===== config.mk =====
export PLATFORM = sky130hd
export DESIGN_NAME = reg_writeback
export DESIGN_NICKNAME = d
export VERILOG_FILES = /design/src/rtl/legv8_pkg.sv /design/src/rtl/load_ext.sv /design/src/rtl/reg_writeback.sv
export SDC_FILE = /design/constraint.sdc
export NUM_CORES = 1
export LEC_CHECK = 0
export CELL_PAD_IN_SITES_DETAIL_PLACEMENT = 0
export CELL_PAD_IN_SITES_GLOBAL_PLACEMENT = 1
export CORE_MARGIN = 1
export CORE_UTILIZATION = 30
export CTS_CLUSTER_SIZE = 24
export DETAILED_ROUTE_END_ITERATION = 10
export GPL_TIMING_DRIVEN = 1
export PLACE_DENSITY = 0.92
export SKIP_LAST_GASP = 1
export SYNTH_ARGS = -nofsm -noshare
export SYNTH_HDL_FRONTEND = slang
export SYNTH_SLANG_ARGS = --single-unit

===== constraint.sdc =====
create_clock -name CLK -period 5.3 [get_ports CLK]
set_clock_uncertainty 0.05 [all_clocks]
set_input_delay 1.06 -clock CLK [delete_from_list [all_inputs] [get_ports CLK]]
set_output_delay 1.06 -clock CLK [all_outputs]
set_load 0.02 [all_outputs]

===== src/rtl/legv8_pkg.sv =====
// Shared LEGv8 writeback types.
// Op encoding and the zero-register index.
package legv8_pkg;

   typedef enum logic [2:0] {
      OP_NONE  = 3'd0,
      OP_ALU   = 3'd1,
      OP_LINK  = 3'd2,
      OP_LD_X  = 3'd3,
      OP_LD_W  = 3'd4,
      OP_LD_SW = 3'd5,
      OP_LD_H  = 3'd6,
      OP_LD_B  = 3'd7
   } wb_op_t;

   localparam logic [4:0] XZR_IDX = 5'd31;

   function automatic logic is_load(input wb_op_t op);
      return op inside {OP_LD_X, OP_LD_W, OP_LD_SW, OP_LD_H, OP_LD_B};
   endfunction

endpackage


===== src/rtl/load_ext.sv =====
// Load data extension for the writeback stage.
// Purely combinational: op + raw right-aligned data -> register value.
module load_ext
   import legv8_pkg::*;
#(
   parameter int DATA_W = 64
) (
   input  wb_op_t            op_i,
   input  logic [DATA_W-1:0] raw_i,
   output logic [DATA_W-1:0] ext_o
);

   always_comb begin
      ext_o = raw_i;
      case (op_i)
         OP_LD_W:  ext_o = {{(DATA_W-32){1'b0}}, raw_i[31:0]};
         OP_LD_SW: ext_o = {{(DATA_W-32){raw_i[31]}}, raw_i[31:0]};
         OP_LD_H:  ext_o = {{(DATA_W-16){1'b0}}, raw_i[15:0]};
         OP_LD_B:  ext_o = {{(DATA_W-8){1'b0}}, raw_i[7:0]};
         default:  ext_o = raw_i;
      endcase
   end

endmodule


===== src/rtl/reg_writeback.sv =====
// Writeback stage: retires ALU/link results immediately and
// parks loads in WAIT_MEM until the memory response arrives.
module reg_writeback
   import legv8_pkg::*;
#(
   parameter int DATA_W = 64,
   parameter int CNT_W  = 32
) (
   input  logic              CLK,
   input  logic              RST,
   input  logic              IN_VALID,
   output logic              IN_READY,
   input  logic [2:0]        IN_OP,
   input  logic [4:0]        IN_RD,
   input  logic [DATA_W-1:0] IN_ALU,
   input  logic [DATA_W-1:0] IN_LINK,
   input  logic              MEM_RVALID,
   input  logic [DATA_W-1:0] MEM_RDATA,
   output logic              REG_WRITE,
   output logic [4:0]        WR_REG,
   output logic [DATA_W-1:0] WR_DATA,
   output logic              LD_PEND,
   output logic [4:0]        LD_PEND_RD,
   output logic [CNT_W-1:0]  RETIRED
);

   typedef enum logic {S_IDLE, S_WAIT_MEM} state_e;

   state_e            state_q;
   wb_op_t            ld_op_q;
   logic [4:0]        ld_rd_q;
   logic              we_q;
   logic [4:0]        wr_reg_q;
   logic [DATA_W-1:0] wr_data_q;
   logic              pend_q;
   logic [CNT_W-1:0]  ret_q;

   wb_op_t            op_d;
   logic [DATA_W-1:0] ext_d;

   assign op_d = wb_op_t'(IN_OP);

   load_ext #(.DATA_W(DATA_W)) u_ext (
      .op_i  (ld_op_q),
      .raw_i (MEM_RDATA),
      .ext_o (ext_d)
   );

   always_ff @(posedge CLK) begin
      if (RST) begin
         state_q   <= S_IDLE;
         ld_op_q   <= OP_NONE;
         ld_rd_q   <= '0;
         we_q      <= 1'b0;
         wr_reg_q  <= '0;
         wr_data_q <= '0;
         pend_q    <= 1'b0;
         ret_q     <= '0;
      end else begin
         we_q <= 1'b0;
         case (state_q)
            S_IDLE: begin
               if (IN_VALID) begin
                  if (is_load(op_d)) begin
                     state_q <= S_WAIT_MEM;
                     ld_op_q <= op_d;
                     ld_rd_q <= IN_RD;
                     pend_q  <= 1'b1;
                  end else begin
                     ret_q <= ret_q + CNT_W'(1);
                     if (op_d inside {OP_ALU, OP_LINK}
                         && IN_RD != XZR_IDX) begin
                        we_q      <= 1'b1;
                        wr_reg_q  <= IN_RD;
                        wr_data_q <= (op_d == OP_ALU) ? IN_ALU
                                                      : IN_LINK;
                     end
                  end
               end
            end
            S_WAIT_MEM: begin
               // XZR loads still consume the response, just no write
               if (MEM_RVALID) begin
                  state_q <= S_IDLE;
                  pend_q  <= 1'b0;
                  ret_q   <= ret_q + CNT_W'(1);
                  if (ld_rd_q != XZR_IDX) begin
                     we_q      <= 1'b1;
                     wr_reg_q  <= ld_rd_q;
                     wr_data_q <= ext_d;
                  end
               end
            end
            default: state_q <= S_IDLE;
         endcase
      end
   end

   assign IN_READY   = (state_q == S_IDLE);
   assign REG_WRITE  = we_q;
   assign WR_REG     = wr_reg_q;
   assign WR_DATA    = wr_data_q;
   assign LD_PEND    = pend_q;
   assign LD_PEND_RD = ld_rd_q;
   assign RETIRED    = ret_q;

endmodule


==> flow_summary.yaml, run 1 <==
global_routing:
  antenna_found_initial: 0
  gr-usage-all-layers_pct: 21.5
  grt_pass1_wl_um: 33700
  grt_pass1_vias: 6173
  overflow: 0
  grt_max_degree: 61
yosys:
  ys_seq_area_share_pct: 38.0
  synth_cells: 693
  syn_avg_cell_area_um2: 8.51
  ys.warnings.count: 0
  synth_top_area_share_pct: 38.0
  ys_types: 50
  ys_ff_latch: 112
  yosys.area.top_type: "dfxtp_1"
  syn_area_um2: 5900
  synth.area.top_cells: "dfxtp_1, mux2_2, o22ai_1, nor2b_1, nand2_1"
  synth_fp_nets: 898
detailed_routing:
  first_pass_iters: 5
  drt_wl_total_um: 21600
  antenna_left: 0
  post-route-drc-count: 0
  via_per_inst: 5.21
  wl_per_cell_um: 17.5
  first_iter_violations: 398
  vias: 6424
sta:
  slew_headroom_pct: 26.7
  finalSetupViolCount: 0
  maxClockFrequency_ghz: 0.340
  hold_viol_final: 0
  min_period_ps: 2940
  slew_viol_final: 0
  tightest_slew_ps: 1090
  tns_ps: 0
  fin_crit_sh_pct: 55.5
  rsz0062_at_grt: "no"
power:
  p_clk_share_pct: 32.7
  p_leak_nw: 3.36
  switching_share_pct: 28.5
  power_density_nw_per_um2: 231
  p_int_mw: 1.58
  power_frac_seq_pct: 41.7
  p_sw_mw: 0.628
  power_frac_comb_pct: 25.6
  peakVddDrop_mv: 0.130
clock_tree:
  holdBufCountCts: 0
  cts.htree.levels: 3
  cts_setup_buffers: 0
  clockRootBuffer: "clkbuf_16"
  clk_pin_slew_worst_paths_ps: 70
  cts_tree: "yes"
  cts_buffer_depth: 2
  numCtsBuffers: 9
  cts_sinks: 112
  cts_repair_resize_count: 0
  insertion_delay_ps: 360
place:
  gp_congestion: 0.819
  dpl_cell_area_um2: 9230
  dpl.hpwl_um: 15200
  buffer_ports.inserted: 312
floorplan:
  initial_utilization_pct: 31.1
  io_pins: 313
  die_w_um: 142
  die_height_um: 142
  coreArea_um2: 19000
  rows: 50
  die_area_um2: 20200
run_status:
  status: "complete, no violations"
worst_setup_path:
  cp.arrival_ps: 3110
  startpoint_type: "input port"
  path_max_fanout: 46
  criticalPathCategory: "input port to flop"
  cp-end-kind: "flop"
  crit_required_ps: 5470
flow_run:
  drv_cap: 0
layout:
  area_growth_pct: 61.6
  fill_cells: 1811
  fin_area_um2: 9530
  n_antenna_cell: 0
  nets: 1173
  layout-drive-gt1-share_pct: 10.8
  mostFrequentLayoutCell: "clkdlybuf4s50_1"
  utilization_pct: 50.3
  layout_common_cells: "clkdlybuf4s50_1, dfxtp_1, o22ai_1"
hold_path:
  hp-class: "flop to flop"
-- synth_stat cells (all sizes together) --
cell and instances:
or2 1, nor3b 2, dfxtp 112, nand4 7, a21oi 48, o31a 1
nand3 19, a31oi 1, o21ai 10, o211ai 1, inv 7, clkbuf 46
or4 16, nand2 77, mux2i 6, mux2 62, a41oi 1, nor4b 1
a22oi 17, nand2b 2, xor2 2, o311ai 1, and4 6, and2 2
o41ai 1, nand4b 1, xnor2 1, nor3 14, nor4 6, clkinv 1
nor2b 48, nor2 11, a311oi 8, ha 1, a21o 8, o22ai 80
a211oi 5, o31ai 29, o21a 2, buf 18, or3 8, o211a 1
and3 2
-- stage by stage --
stage / hold WS (ps) / total power, mW / cells / worst slack [ps]
detailed placement: 410 / 1.50 / 1217 / 1980
finish: 420 / 2.20 / 1233 / 2360
global route: 437 / 2.30 / 1233 / 2260
floorplan: 400 / 1.20 / 693 / 2690
CTS: 423 / 2.22 / 1233 / 2330
global placement: 407 / 1.50 / 1217 / 2040
-- kinds of logic after synthesis --
logic type / after synthesis / share of synthesized area, %
mux: 68 / 12.9
simple gates: 223 / 20.3
xor+xnor: 3 / 0.446
fa+ha+maj: 1 / 0.212
buf+inv: 72 / 4.82
flops: 112 / 38.0
compound gates: 214 / 23.4
-- path summary, 6_finish.rpt --
path,start,end,slack [ps],cells after the start
worst max register to register,RETIRED[3],RETIRED[31],2970,4
worst min-delay path,WR_DATA[6],WR_DATA[6],420,2
worst min register to register,WR_DATA[6],WR_DATA[6],420,2
worst max-delay path,IN_OP[0],WR_DATA[57],2360,6
-- layout make-up --
cell class | count | area (um^2) | area share [%]
Timing Repair Buffer | 328 | 3240 | 34.0
Sequential cell | 112 | 2240 | 23.5
Inverter | 8 | 30.0 | 0.315
Clock buffer | 10 | 229 | 2.40
Clock inverter | 6 | 73.8 | 0.775
Tap cell | 260 | 325 | 3.41
Multi-Input combinational cell | 509 | 3390 | 35.6
-- flip-flops by register name (all words and copies together), names as in the netlist --
name / flops
WR_DATA: 64
ld_op_q: 3
state_q: 1
LD_PEND: 1
WR_REG: 5
LD_PEND_RD: 5
REG_WRITE: 1
RETIRED: 32
-- worst max-delay path, stage by stage --
cell and delay [ps]:
clkdlybuf4s50_1 540, nor3b_2 240, buf_4 550, mux2_2 400, o22ai_1 170, o22ai_1 120
-- routing by layer --
| layer | up-vias | track usage, % | routed length, um |
|---|---|---|---|
| met2 | 247 | 36.0 | 10400 |
| met4 | 0 | 7.98 | 463 |
| met1 | 2998 | 26.3 | 9190 |
| li1 | 3146 | - | - |
| met5 | - | 0 | 0 |
| met3 | 33 | 5.48 | 1580 |
-- power groups by stage --
stage	sequential [mW]	clock [mW]	combinational [mW]
after floorplan	0.989	0	0.208
after global placement	0.937	0	0.563
after detailed placement	0.938	0	0.565
after CTS	0.919	0.736	0.569
after global routing	0.927	0.771	0.605
final	0.919	0.720	0.564
(Power assumes the default switching activity.)
==> inputs of run 2 (changes only) <==
- CORE_UTILIZATION: 30 -> 25
- PLACE_DENSITY: 0.92 -> 0.83
- clock period: 5.3 -> 2.37 ns (I/O delays scaled with it)
==> run 2 against run 1 <==
Compared with the run above: worst hold slack better by 1.4 ps; global-route usage is 1.6 points lower; flip-flop and latch count stayed put; sequential power is 120% higher; critical path type is now flop to flop; non-clock buffer count is 27 higher; largest power group unchanged; die area is 20% higher.
==> flow_summary.yaml, run 2 (synthesis gave the netlist of run 1 again) <==
layout:
  largest_reg_flops: 64
  layout_common_cells: "clkdlybuf4s50_1, dfxtp_1, o22ai_1"
  fill_cells: 2300
  nets: 1200
  fin_area_um2: 9930
  area_growth_pct: 68.5
  stdcell_count: 1314
  layout-drive-gt1-share_pct: 13.5
  utilization_pct: 43.4
  mostFrequentLayoutCell: "clkdlybuf4s50_1"
worst_setup_path:
  cp-end-kind: "flop"
  criticalPathCategory: "flop to flop"
  crit_top_cell: "or4_1"
  startpoint_type: "flop"
  crit_required_ps: 2610
  slowest_delay_ps: 730
  path_max_fanout: 10
  cp.arrival_ps: 2420
  cp_cell_sequence: "nand4_1 -> or4_1 -> or4_1 -> a21oi_1"
  crit_path_top_delay_cell: "or4_1"
place:
  gp_congestion: 0.847
  buffer_ports.inserted: 312
  dpl.cell_count: 1297
  dpl_cell_area_um2: 9630
  dpl.hpwl_um: 17500
global_routing:
  antenna_found_initial: 1
  busiest_layer: "met2"
  grt_use_met3_pct: 4.58
  use_met1_pct: 25.1
  grtUsageMet2_pct: 32.9
  grt_pass1_vias: 6469
  overflow: 0
  gr-usage-all-layers_pct: 19.8
  grt_max_degree: 50
  grt_pass1_wl_um: 37100
floorplan:
  die_height_um: 156
  die_area_um2: 24200
  initial_utilization_pct: 25.7
  coreArea_um2: 22900
  io_pins: 313
  rows: 55
  die_w_um: 156
sta:
  fin_crit_sh_pct: 92.0
  tightest_slew_ps: 613
  slew_viol_final: 0
  finalSetupViolCount: 0
  tns_ps: 0
  rsz0062_at_grt: "no"
  slew_headroom_pct: 59.1
  maxClockFrequency_ghz: 0.459
  hold_viol_final: 0
  min_period_ps: 2180
clock_tree:
  cts_sinks: 112
  cts_buffer_depth: 2
  cts.htree.levels: 3
  clockRootBuffer: "clkbuf_16"
  cts_tree: "yes"
  numCtsBuffers: 9
  insertion_delay_ps: 360
  clk_pin_slew_worst_paths_ps: 90
  cts_setup_buffers: 0
detailed_routing:
  wl_per_cell_um: 18.1
  via_per_inst: 4.98
  first_iter_violations: 291
  post-route-drc-count: 0
  drt_wl_total_um: 23800
  antenna_left: 0
  vias: 6544
  first_pass_iters: 4
power:
  p_int_mw: 3.50
  power_frac_seq_pct: 41.5
  power_density_nw_per_um2: 500
  power_frac_comb_pct: 26.8
  p_clk_share_pct: 31.7
  p_sw_mw: 1.46
  switching_share_pct: 29.4
  peakVddDrop_mv: 0.376
  p_leak_nw: 3.55
flow_run:
  drv_cap: 0
hold_path:
  hp-class: "flop to flop"
run_status:
  status: "complete, no violations"
==> run 2: cell count changes in the layout (fill, tap and decap cells not counted), sizes merged <==
cell / delta
bufinv: -1
clkinv: +1
clkinvlp: -1
inv: +1
buf: +27
diode: +1
==> run 2: area by class of cell <==
cell class | instances | area, um^2 | area share, %
antenna | 1 | 2.50 | 0.0252
sequential | 112 | 2240 | 22.6
timing repair buffer | 355 | 3580 | 36.0
clock inverter | 6 | 56.3 | 0.567
tap | 313 | 392 | 3.94
multi-input combinational | 509 | 3390 | 34.1
clock buffer | 10 | 239 | 2.41
inverter | 8 | 30.0 | 0.302
==> run 2: path summary, 6_finish.rpt <==
kind,slack (ps),startpoint,cells after the start,endpoint
worst max-delay path,190,RETIRED[10],4,RETIRED[19]
worst min-delay path,420,WR_DATA[7],2,WR_DATA[7]
worst max register to register,190,RETIRED[10],4,RETIRED[19]
worst min register to register,420,WR_DATA[7],2,WR_DATA[7]
==> run 2: through the flow <==
step / total power, mW / hold WS [ps] / setup slack [ps]
final: 4.96 / 421 / 189
after global routing: 5.21 / 443 / 60.6
after CTS: 5.04 / 423 / 91.6
after detailed placement: 3.44 / 409 / -133
after global placement: 3.43 / 405 / -146
after floorplan: 2.68 / 400 / 222
==> run 2: worst max-delay path: cells and delay by family (launching register included) <==
kind / cells / cell delay, ps
flops: 1 / 410
simple gates: 3 / 1510
compound gates: 1 / 150
==> run 2: power groups by stage <==
stage | clock network, mW | logic [mW] | registers, mW
2_1_floorplan | 0 | 0.465 | 2.21
3_3_place_gp | 0 | 1.33 | 2.10
3_5_place_dp | 0 | 1.34 | 2.10
4_1_cts | 1.64 | 1.35 | 2.06
5_1_grt | 1.70 | 1.43 | 2.07
6_report | 1.57 | 1.33 | 2.06
==> run 2: what timing repair did <==
| item | CTS | global route |
|---|---|---|
| gates resized for setup | 0 | 1 |
| endpoints found under the setup margin | 0 | 5 |
| hold buffers | 0 | 0 |
==> run 2: metal layers <==
| layer | wire [um] | vias up |
|---|---|---|
| li1 | - | 3202 |
| met2 | 11400 | 237 |
| met3 | 1460 | 31 |
| met4 | 559 | 0 |
| met5 | 0 | - |
| met1 | 10400 | 3074 |
==> inputs of run 3 (changes only) <==
- ABC_AREA: default -> 0
==> results of run 3 <==
The final DEF is identical to that of run 2; final timing and power are the same.
